<file path="src/rtl/key_press_gen_if.sv">
// Key pin and press-pulse bundle between the board buttons and game-control logic.
// Press outputs are one-cycle strobes with no back-pressure; key_level is a steady debounced level.
interface key_press_gen_if;
   logic [3:0] key_n;
   logic       key1_press;
   logic       key2_press;
   logic       key3_press;
   logic       key4_press;
   logic       any_press;
   logic [3:0] key_level;
   logic [7:0] key_state;   // 2-bit FSM state per key, key i at [2*i +: 2]

   modport master (
      output key_n,
      input  key1_press, key2_press, key3_press, key4_press,
      input  any_press, key_level, key_state
   );

   modport slave (
      input  key_n,
      output key1_press, key2_press, key3_press, key4_press,
      output any_press, key_level, key_state
   );
endinterface

</file>
<file path="src/rtl/key_press_gen.sv">
// Synchronises and debounces four active-low buttons into one-cycle press pulses,
// debounced levels and optional auto-repeat pulses while a key stays held.
module key_press_gen #(
   parameter int DEBOUNCE_CYCLES = 1_000_000,
   parameter bit REPEAT_EN       = 1'b0,
   parameter int REPEAT_DELAY    = 25_000_000,
   parameter int REPEAT_PERIOD   = 5_000_000
) (
   input logic           clk,
   input logic           rst,
   key_press_gen_if.slave bus
);

   localparam int MAX_A = (DEBOUNCE_CYCLES > REPEAT_DELAY) ? DEBOUNCE_CYCLES : REPEAT_DELAY;
   localparam int MAX_P = (MAX_A > REPEAT_PERIOD) ? MAX_A : REPEAT_PERIOD;
   localparam int CW    = $clog2(MAX_P) + 1;

   localparam logic [CW-1:0] DB_LAST  = CW'(DEBOUNCE_CYCLES - 1);
   localparam logic [CW-1:0] DLY_LAST = CW'(REPEAT_DELAY - 1);
   localparam logic [CW-1:0] PER_LAST = CW'(REPEAT_PERIOD - 1);

   typedef enum logic [1:0] {
      IDLE         = 2'd0,
      PRESS_WAIT   = 2'd1,
      HELD         = 2'd2,
      RELEASE_WAIT = 2'd3
   } key_state_e;

   logic [3:0] sync1;
   logic [3:0] key_sync;
   logic [3:0] press;
   logic [3:0] level;

   // Reset to all-ones so the FSMs see released keys until real samples arrive
   always_ff @(posedge clk or negedge rst) begin
      if (!rst) begin
         sync1    <= '1;
         key_sync <= '1;
      end else begin
         sync1    <= bus.key_n;
         key_sync <= sync1;
      end
   end

   for (genvar i = 0; i < 4; i++) begin : g_key
      key_state_e    state_q, state_d;
      logic [CW-1:0] cnt_q, cnt_d;
      logic [CW-1:0] rpt_q, rpt_d;
      logic          armed_q, armed_d;
      logic          press_q, press_d;
      logic          level_q, level_d;

      always_ff @(posedge clk or negedge rst) begin
         if (!rst) begin
            state_q <= IDLE;
            cnt_q   <= '0;
            rpt_q   <= '0;
            armed_q <= 1'b0;
            press_q <= 1'b0;
            level_q <= 1'b0;
         end else begin
            state_q <= state_d;
            cnt_q   <= cnt_d;
            rpt_q   <= rpt_d;
            armed_q <= armed_d;
            press_q <= press_d;
            level_q <= level_d;
         end
      end

      always_comb begin
         state_d = state_q;
         cnt_d   = cnt_q;
         rpt_d   = rpt_q;
         armed_d = armed_q;
         press_d = 1'b0;
         level_d = level_q;
         unique case (state_q)
            IDLE: begin
               if (!key_sync[i]) begin
                  state_d = PRESS_WAIT;
                  cnt_d   = '0;
               end
            end
            PRESS_WAIT: begin
               if (key_sync[i]) begin
                  state_d = IDLE;
                  cnt_d   = '0;
               end else if (cnt_q == DB_LAST) begin
                  state_d = HELD;
                  cnt_d   = '0;
                  press_d = 1'b1;
                  level_d = 1'b1;
                  rpt_d   = '0;
                  armed_d = 1'b0;
               end else begin
                  cnt_d = cnt_q + 1'b1;
               end
            end
            HELD: begin
               if (key_sync[i]) begin
                  state_d = RELEASE_WAIT;
                  cnt_d   = '0;
               end else if (REPEAT_EN) begin
                  // With a threshold of one the repeat waits a cycle so pulses never merge
                  if (rpt_q == (armed_q ? PER_LAST : DLY_LAST)) begin
                     if (!press_q) begin
                        press_d = 1'b1;
                        rpt_d   = '0;
                        armed_d = 1'b1;
                     end
                  end else begin
                     rpt_d = rpt_q + 1'b1;
                  end
               end
            end
            RELEASE_WAIT: begin
               if (!key_sync[i]) begin
                  state_d = HELD;
                  cnt_d   = '0;
               end else if (cnt_q == DB_LAST) begin
                  state_d = IDLE;
                  cnt_d   = '0;
                  level_d = 1'b0;
               end else begin
                  cnt_d = cnt_q + 1'b1;
               end
            end
            default: state_d = IDLE;
         endcase
      end

      assign press[i]               = press_q;
      assign level[i]               = level_q;
      assign bus.key_state[2*i +: 2] = state_q;
   end

   assign bus.key1_press = press[0];
   assign bus.key2_press = press[1];
   assign bus.key3_press = press[2];
   assign bus.key4_press = press[3];
   assign bus.any_press  = |press;
   assign bus.key_level  = level;

endmodule

</file>
<file path="src/flat_wrapper.sv">
// flat-port wrapper written by rule: the top's interface ports become plain ports
module key_press_gen_flat 
#(
   parameter int DEBOUNCE_CYCLES = 1_000_000,
   parameter bit REPEAT_EN       = 1'b0,
   parameter int REPEAT_DELAY    = 25_000_000,
   parameter int REPEAT_PERIOD   = 5_000_000
)
  (clk, rst, bus_key_n, bus_key1_press, bus_key2_press, bus_key3_press, bus_key4_press, bus_any_press, bus_key_level, bus_key_state);
  key_press_gen_if bus_i ();
  input logic clk;
  input logic rst;
  input wire logic [$bits(bus_i.key_n)-1:0] bus_key_n;
  output wire logic [$bits(bus_i.key1_press)-1:0] bus_key1_press;
  output wire logic [$bits(bus_i.key2_press)-1:0] bus_key2_press;
  output wire logic [$bits(bus_i.key3_press)-1:0] bus_key3_press;
  output wire logic [$bits(bus_i.key4_press)-1:0] bus_key4_press;
  output wire logic [$bits(bus_i.any_press)-1:0] bus_any_press;
  output wire logic [$bits(bus_i.key_level)-1:0] bus_key_level;
  output wire logic [$bits(bus_i.key_state)-1:0] bus_key_state;
  assign bus_i.key_n = bus_key_n;
  assign bus_key1_press = bus_i.key1_press;
  assign bus_key2_press = bus_i.key2_press;
  assign bus_key3_press = bus_i.key3_press;
  assign bus_key4_press = bus_i.key4_press;
  assign bus_any_press = bus_i.any_press;
  assign bus_key_level = bus_i.key_level;
  assign bus_key_state = bus_i.key_state;
  key_press_gen #(.DEBOUNCE_CYCLES(DEBOUNCE_CYCLES), .REPEAT_EN(REPEAT_EN), .REPEAT_DELAY(REPEAT_DELAY), .REPEAT_PERIOD(REPEAT_PERIOD)) u_core (.clk(clk), .rst(rst), .bus(bus_i));
endmodule
</file>
<file path="config.mk">
export PLATFORM = sky130hd
export DESIGN_NAME = key_press_gen_flat
export DESIGN_NICKNAME = d
export VERILOG_FILES = /design/src/rtl/key_press_gen_if.sv /design/src/rtl/key_press_gen.sv /design/src/flat_wrapper.sv
export SDC_FILE = /design/constraint.sdc
export NUM_CORES = 1
export LEC_CHECK = 0
export ABC_AREA = 1
export CAP_MARGIN = 0
export CORE_MARGIN = 1
export CORE_UTILIZATION = 55
export CTS_BUF_LIST = sky130_fd_sc_hd__clkbuf_2
export DETAILED_ROUTE_END_ITERATION = 6
export PLACE_DENSITY = 0.74
export SETUP_SLACK_MARGIN = 0.5
export SYNTH_ARGS = -nofsm -noshare
export SYNTH_HDL_FRONTEND = slang
export SYNTH_SLANG_ARGS = --single-unit
export TNS_END_PERCENT = 5
</file>
<file path="constraint.sdc">
create_clock -name clk -period 2.2 [get_ports clk]
set_input_delay 0.22 -clock clk [delete_from_list [all_inputs] [get_ports clk]]
set_output_delay 0.22 -clock clk [all_outputs]
set_load 0.02 [all_outputs]
</file>
Word-level counts from Yosys, hierarchy flattened
Index checks and enable logic that the tools add are counted.
Word-level totals
  ROM bits: 0
  output and inout bits: 17
  bits in writable memories: 0
  flip-flop bits (word level): 128
  logic and storage cells: 175
  memories kept: 0
  latch bits: 0
Cells by class
  shift-type cells: 0
  bitwise gates (word level): 0
  reductions and logical operators: 21
  divide/modulo/power cells: 0
  add/sub/neg operators: 4
  $lt $le $gt $ge: 0
  mux-type cells: 84
  equality and inequality tests: 48
  $mul: 0
Operators with widths (number)
  two-way mux 26 bit: 20
  case mux 26 bit (4 select lines): 4
  adder 26 x 1 -> 26 bit, second input constant: 4
  equality test 26 x 20 -> 1 bit, second input constant: 4
  two-way mux 2 bit: 24
  != test 2 x 1 -> 1 bit, second input constant: 16
  case mux 2 bit (4 select lines): 4
  two-way mux 1 bit: 28
  AND reduction 5 bit: 4
  equality test 2 bit, second input constant: 8
  != test 2 bit, second input constant: 8
  AND reduction 4 bit: 4
  != test 3 x 1 -> 1 bit, second input constant: 4
  != test 3 bit, second input constant: 4
  equality test 2 x 1 -> 1 bit, second input constant: 4
  zero test 2 bit: 4
  case mux 1 bit (2 select lines): 4
  AND reduction 2 bit: 4
  nonzero test 2 bit: 4
  OR reduction 4 bit: 1

Depth between registers and ports, before layout
Gate-level depths: netlist (run 1).
  depth after elaboration: 4
  gate-level depth with buffers: 10

Least setup slack after synthesis (run 1)
OpenSTA, ideal clock, no wires.
  path kind: flip-flop to flip-flop
  start: reg u_core.g_key[1].cnt_q[0]
  end: reg u_core.g_key[1].state_q[0]
  library setup time: 136 ps
  buffers on the path: 1
  stages on the path, launching flop included: 10
  clock period less this slack: 1479 ps
  path slack: 721 ps
  required time: 2064 ps
  arrival: 1343 ps
  path through: dfrtp_1 ha_1 nand2_2 nor2_2 inv_1 nor2_1 nand2_1 nand2_2 buf_6 a21oi_1
Between the ends
  cells in the longest elaborated chain, start to end: 3
  elaborated cells between the ends (all ways): 4
  classes of those cells: eq/ne (3); reduce/logical (1)
RTL lines
  start, declared: RTL line key_press_gen.sv:47  | logic [CW-1:0] cnt_q, cnt_d;
  start signal, assigned: RTL line key_press_gen.sv:63  | cnt_q <= cnt_d;
  equality test 26 x 20 -> 1 bit *: RTL line key_press_gen.sv:89, key_press_gen.sv:121
  != test 3 bit (no source line) / != test 3 x 1 -> 1 bit (equally long branches)
  AND reduction 4 bit (no source line) *
  end signal, assigned: RTL line key_press_gen.sv:62  | state_q <= state_d;
  end, declared: RTL line key_press_gen.sv:46  | key_state_e state_q, state_d;
Mark *: on every way between the ends. The rest lies on a longest branch, timed or not.
A chain may end at the register's enable or synchronous reset.

Final worst setup path (run 1)
  start: reg u_core.g_key[3].press_q, in the netlist u_core.bus.key4_press
  end: out bus_any_press
Between the ends
  cells in the longest elaborated chain, start to end: 1
RTL lines
  start, declared: RTL line key_press_gen.sv:50  | logic press_q, press_d;
  start signal, assigned: RTL line key_press_gen.sv:66  | press_q <= press_d;
  OR reduction 4 bit: RTL line key_press_gen.sv:142  | assign bus.any_press = |press;
  end, declared: RTL line flat_wrapper.sv:18  | output wire logic [$bits(bus_i.any_press)-1:0] bus_any_press;
No other way between the ends.

==> metrics.yaml, run 1 <==
critical_path:
  worst_setup_path_start_kind: "flop"
  worstPathRequired_ps: 1980
  cp.arrival_ps: 1790
  end_kind: "output pin"
  worstSetupPathType: "reg2out"
  worst-path-max-fanout: 2
logic_synthesis:
  synth_commonest_cells: "422 x nand2_1, 149 x nor2_1, 133 x inv_1, 120 x dfrtp_1, 91 x nand3_1"
  synth_edf_count: 0
  syn_area_mm2: 0.00796
  ys_seq_area_share_pct: 40.4
  yosys-top-cells-area: "dfrtp_1 38%, nand2_1 20%, nor2_1 7.0%, inv_1 6.3%, nand3_1 5.7%"
  synth.net_count: 1165
  ys_ff_latch: 128
  synth_top_area_share_pct: 37.7
  synthArstFlopShare_pct: 100
  synth_cell_types: 31
  synthFlopType: "dfrtp_1"
  ys_warn_count: 0
  yosysMostFrequentCell: "nand2_1"
  syn_area_per_cell_um2: 6.89
  synth_cells: 1155
  yosysTopAreaCell: "dfrtp_1"
global_route:
  use_met3_pct: 5.20
  grt_overflow_total: 0
  grtUsageTotal_pct: 26.7
  met1_usage_pct: 36.2
  use_met2_pct: 42.9
  grt_pass1_wl_um: 31400
  grt_max_degree: 51
  grt_pass1_vias: 6720
  antenna_found_initial: 0
  busiest_layer: "met2"
floorplanning:
  die-area_mm2: 0.0150
  die_w_um: 122
  die_y_um: 122
  ios: 23
  core_area_mm2: 0.0140
  num_rows: 43
  start_util_pct: 56.9
routing:
  drt-vias-per-instance: 5.20
  first_pass_iters: 5
  wl_um: 18300
  drt_iter0_drc: 610
  avgRoutedWirePerCell_um: 13.2
  detail-route-antenna-nets: 0
  drc_errors: 0
  via_count: 7244
power_and_ir_drop:
  leakagePower_nw: 4.05
  vdd_drop_max_mv: 0.395
  p_per_area_mw_per_mm2: 510
sta:
  fin_crit_sh_pct: 91.5
  finClkSkew_ps: 28.6
  fmax_mhz: 497
  setup_tns_ps: 0
  slew_viol_final: 0
  final-hold-violation-count: 0
  tightest_slew_ps: 470
  worst_slew_margin_rel_pct: 68.7
  setup_viol: 0
  fin_ws_ps: 187
  period_minus_slack_ps: 2010
  rsz0062_at_grt: "true"
  hold_slack_ps: 60.4
clock_tree:
  tritoncts_num_sinks: 128
  clkLatencyLatePin_ps: 700
  htreeDepth: 4
  root_buffer: "clkbuf_2"
  clk_path_buf_depth: 2
  numCtsBuffers: 17
  clkTransAtPathRegs_ps: 180
  cts_tree: "yes"
hold_path:
  worstHoldPathType: "in2async"
final_layout:
  syn2layout_area_growth_pct: 9.54
  num_antenna_cells: 0
  fin_util_pct: 62.3
  final_layout_size_suffix_gt1_share_pct: 9.90
  nets: 1210
  fillers: 1324
placement:
  place_ws_ps: 166
  dp_hpwl_um: 13300
  port_buffers: 22
  gp_congestion: 0.935
outcome:
  status: "complete, no violations"
job:
  maxCapViolCount: 0
layout make-up:
type / count / area, µm² / share of cell area (%)
clock buffer: 22 / 110 / 1.26
clock inverter: 9 / 95.1 / 1.09
inverter: 136 / 510 / 5.85
multi-input combinational: 873 / 4110 / 47.2
sequential: 128 / 3210 / 36.9
tap: 180 / 225 / 2.58
timing repair buffer: 44 / 453 / 5.19
worst max-delay path: stages (launching register included):
cell,delay [ps]
dfrtp_1,440
or4_4,530
buf_6,150
layout by cell type (no fill, tap or decap), types with 4 or more instances in the layout:
cell / Yosys / final
clkbuf_2: 0 / 22
nor2_4: 12 / 13
o21ai_1: 18 / 18
o21ai_2: 5 / 5
dfrtp_1: 120 / 119
xnor2_1: 9 / 9
o21ai_0: 36 / 36
o21bai_1: 4 / 4
ha_1: 4 / 4
inv_1: 133 / 133
nand3_1: 91 / 91
nor2_1: 149 / 148
nand3_2: 13 / 13
a21oi_1: 6 / 6
nor2_2: 13 / 13
dlygate4sd3_1: 0 / 5
buf_4: 5 / 13
clkinv_2: 0 / 4
buf_6: 6 / 4
nand4_1: 21 / 21
nand2_1: 422 / 422
dlymetal6s2s_1: 0 / 4
dfstp_2: 8 / 8
clkdlybuf4s50_1: 0 / 14
xor2_1: 25 / 25
nand2_2: 11 / 11
o22ai_1: 22 / 22
per-stage QoR:
stage / power, mW / instances / instance area [µm²]
6_report: 4.45 / 1392 / 8720
5_1_grt: 4.68 / 1392 / 8720
4_1_cts: 4.50 / 1388 / 8680
3_5_place_dp: 3.10 / 1349 / 8370
3_3_place_gp: 3.09 / 1349 / 8370
2_1_floorplan: 2.88 / 1155 / 7960
logic make-up after synthesis:
logic type / synth area share, %
AOI/OAI and AO/OA: 6.52
xor gates and xnor gates: 3.74
adders and majority gates: 0.629
buffers and inverters: 8.13
DFF: 40.4
and+or+nand+nor: 40.6
state kept, by name (all words and copies together), names as in the netlist, named ones only:
signal,count
u_core.bus.key2_press,1
u_core.bus.key3_press,1
u_core.bus.key4_press,1
u_core.g_key.state_q,4
u_core.g_key.level_q,4
u_core.key_sync,4
u_core.bus.key1_press,1
u_core.sync1,4
u_core.g_key.cnt_q,104
timing repair:
action	in CTS	in global routing
hold buffers	6	0
endpoints found under the hold margin	126	0
buffers inserted	2	4
pin swaps	1	0
endpoints found under the setup margin	83	125
resized for setup	12	10
final timing paths:
kind	from	end	slack, ps	cells past startpoint
worst max-delay path	u_core.bus.key4_press	bus_any_press	190	2
worst min-delay path	rst	u_core.g_key[0].cnt_q[23]	60	3
worst max register to register	u_core.g_key[1].cnt_q[0]	u_core.g_key[1].cnt_q[13]	380	8
worst min register to register	u_core.sync1[0]	u_core.key_sync[0]	370	0
max in group asynchronous	rst	u_core.sync1[1]	1790	3
min in group clk	u_core.sync1[0]	u_core.key_sync[0]	370	0
per-layer routing:
| metal | wire (µm) | vias up | part of all wire (%) |
|---|---|---|---|
| met3 | 734 | 21 | 4.0 |
| met1 | 8770 | 3344 | 48 |
| li1 | - | 3725 | - |
| met2 | 8600 | 154 | 47 |
| met5 | 0 | - | 0 |
| met4 | 210 | 0 | 1.1 |
power by group:
| part | total [mW] | internal, mW | switching [mW] |
|---|---|---|---|
| Clock | 1.37 | 0.522 | 0.845 |
| Combinational | 0.581 | 0.180 | 0.401 |
| Sequential | 2.50 | 2.43 | 0.0729 |
No activity file was read; power rests on OpenSTA's default activity.
==> inputs of run 2 (changes only) <==
--- a/config.mk
+++ b/config.mk
@@ -7,11 +7,13 @@
 export LEC_CHECK = 0
 export ABC_AREA = 1
 export CAP_MARGIN = 0
+export CORE_ASPECT_RATIO = 0.75
 export CORE_MARGIN = 1
 export CORE_UTILIZATION = 55
 export CTS_BUF_LIST = sky130_fd_sc_hd__clkbuf_2
 export DETAILED_ROUTE_END_ITERATION = 6
 export PLACE_DENSITY = 0.74
+export RECOVER_POWER = 50
 export SETUP_SLACK_MARGIN = 0.5
 export SYNTH_ARGS = -nofsm -noshare
 export SYNTH_HDL_FRONTEND = slang
==> metrics.yaml, run 2 (synthesis results as in run 1) <==
outcome:
  status: "finished with violations"  # was complete, no violations
  violations: "DRC"
clock_tree:
  tritoncts_num_sinks: 128  # unchanged
  cts_tree: "yes"  # unchanged
  clkLatencyLatePin_ps: 720  # was 700 ps
  clk_path_buf_depth: 2  # unchanged
  clkTransAtPathRegs_ps: 180  # about the same
  root_buffer: "clkbuf_2"  # unchanged
  numCtsBuffers: 17  # unchanged
  htreeDepth: 4  # unchanged
hold_path:
  worstHoldPathType: "reg2reg"  # was in2async
  min-delay-start: "u_core.sync1[2]"
routing:
  wl_um: 18900  # was 18300 µm
  avgRoutedWirePerCell_um: 13.4  # was 13.2 µm
  via_count: 7287  # was 7244
  detail-route-antenna-nets: 0  # unchanged
  drt-vias-per-instance: 5.18  # was 5.20
  first_pass_iters: 7  # was 5
  drt_iter0_drc: 664  # was 610
  drc_errors: 2  # was 0
placement:
  place_area_mm2: 0.00837  # about the same
  dp.cells: 1363  # was 1349
  port_buffers: 22  # unchanged
  dp_hpwl_um: 13600  # was 13300 µm
  gp_congestion: 0.937  # was 0.935
  place_ws_ps: 228  # was 166 ps
critical_path:
  cp.arrival_ps: 1780  # was 1790 ps
  rr_startpoint: "u_core.g_key[2].cnt_q[0]"  # was u_core.g_key[1].cnt_q[0]
  worstSetupStartpoint: "u_core.bus.key1_press"  # was u_core.bus.key4_press
  end_kind: "output pin"  # unchanged
  worstPathRequired_ps: 1980  # about the same
  worst_setup_path_start_kind: "flop"  # unchanged
  worst-path-max-fanout: 2  # unchanged
  worstSetupPathType: "reg2out"  # unchanged
sta:
  rsz0062_at_grt: "true"  # unchanged
  tightest_slew_ps: 634  # was 470 ps
  slew_viol_final: 0  # unchanged
  worst_slew_margin_rel_pct: 57.7  # was 68.7%
  final-hold-violation-count: 0  # unchanged
  period_minus_slack_ps: 2000  # was 2010 ps
  fin_ws_ps: 199  # was 187 ps
  finClkSkew_ps: 28.8  # was 28.6 ps
  setup_tns_ps: 0  # unchanged
  fin_crit_sh_pct: 91.0  # was 91.5%
  fmax_mhz: 500  # was 497 MHz
  setup_viol: 0  # unchanged
job:
  maxCapViolCount: 0  # unchanged
final_layout:
  final_layout_size_suffix_gt1_share_pct: 10.1  # was 9.90%
  num_antenna_cells: 0  # unchanged
  syn2layout_area_growth_pct: 9.46  # was 9.54%
  nets: 1210  # unchanged
  max_flop_register: "u_core.g_key.cnt_q"  # unchanged
  largest_reg_flops: 104  # unchanged
  final_cell_mix: "422 x nand2_1, 147 x nor2_1, 133 x inv_1, 119 x dfrtp_1, 91 x nand3_1"  # was 422 x nand2_1, 148 x nor2_1, 133 x inv_1, 119 x dfrtp_1, 91 x nand3_1
  final_cells: 1408  # was 1392
  final_cell_area_mm2: 0.00871  # was 0.00872 mm²
  layout_commonest_cell: "nand2_1"  # unchanged
global_route:
  grt_overflow_total: 0  # unchanged
  grt_pass1_vias: 6727  # was 6720
  antenna_found_initial: 1  # was 0
  grtUsageTotal_pct: 27.0  # was 26.7%
  grt_pass1_wl_um: 31900  # was 31400 µm
  grt_max_degree: 59  # was 51
power_and_ir_drop:
  power_switching_mw: 1.44  # was 1.32 mW
  leakagePower_nw: 3.99  # was 4.05 nW
  vdd_drop_max_mv: 0.534  # was 0.395 mV
  seq_power_share_pct: 56.5  # was 56.2%
  p_sw_share_pct: 32.4  # was 29.6%
  pwr-share-comb_pct: 12.7  # was 13.1%
  clkPwrFrac_pct: 30.8  # was 30.7%
  p_per_area_mw_per_mm2: 509  # was 510 mW/mm²
  p_int_mw: 3.00  # was 3.13 mW
floorplanning:
  num_rows: 37  # was 43
  start_util_pct: 57.1  # was 56.9%
  die_y_um: 106  # was 122 µm
  ios: 23  # unchanged
  die_w_um: 141  # was 122 µm
  die-area_mm2: 0.0150  # about the same
  core_area_mm2: 0.0139  # was 0.0140 mm²
==> run 2: changes by cell type in the layout (fill, tap and decap cells not counted), sizes merged <==
cell / previous run / this run
bufinv: 2 / 1
clkinv: 6 / 8
clkdlybuf4s50: 14 / 9
clkinvlp: 1 / 5
buf: 20 / 15
nor2: 174 / 175
dlygate4sd3: 5 / 10
clkdlybuf4s15: 1 / 2
dlygate4sd2: 0 / 4
clkbuf: 22 / 20
dlymetal6s2s: 4 / 1
==> run 2: critical path: stages (launching register included) <==
cell and delay, ps:
dfrtp_1 410, or4_4 530, buf_6 150
==> run 2: through the flow <==
step	power, mW	utilization, %	hold slack [ps]
floorplan	2.88	-	-75.6
detailed placement	3.08	60.1	244
global route	4.64	62.5	376
CTS	4.44	62.1	5.45
finish	4.44	62.5	369
global placement	3.08	60.1	245
==> run 2: routing by layer <==
layer / up-vias / track usage [%] / wire, µm
met5: - / 0 / 13
met4: 2 / 8.54 / 315
met3: 33 / 5.86 / 932
met2: 183 / 40.2 / 7970
met1: 3342 / 39.1 / 9640
li1: 3727 / - / -
==> run 2: path summary, 6_finish.rpt <==
check	slack [ps]	cells after the start	to
worst max-delay path	200	2	bus_any_press
worst min-delay path	370	0	u_core.key_sync[2]
worst max register to register	400	8	u_core.g_key[2].cnt_q[18]
worst min register to register	370	0	u_core.key_sync[2]
max in group asynchronous	680	4	u_core.g_key[0].cnt_q[25]
min in group asynchronous	550	3	u_core.g_key[2].cnt_q[6]
==> run 2: layout make-up <==
type	instances	area (µm²)
inverters	136	510
repair buffers	43	402
fillers	1307	5220
clock inverters	14	120
multi-input cells	874	4130
flip-flops and latches	128	3210
clock buffers	18	90.1
well taps	195	244
==> run 2: power by group through the flow <==
stage | logic (mW) | clock network (mW) | registers [mW]
after floorplan | 0.321 | 0 | 2.56
after global placement | 0.529 | 0 | 2.55
after detailed placement | 0.529 | 0 | 2.55
after CTS | 0.535 | 1.39 | 2.51
after global routing | 0.617 | 1.51 | 2.52
final | 0.564 | 1.37 | 2.51
==> run 2: repair_timing <==
item | 4_1_cts | 5_1_grt
gates cloned | 0 | 1
hold endpoints to repair | 128 | 13
pin swaps | 1 | 3
gates resized for setup | 18 | 7
setup endpoints to repair | 71 | 129
hold buffers | 5 | 1
buffers inserted | 3 | 3
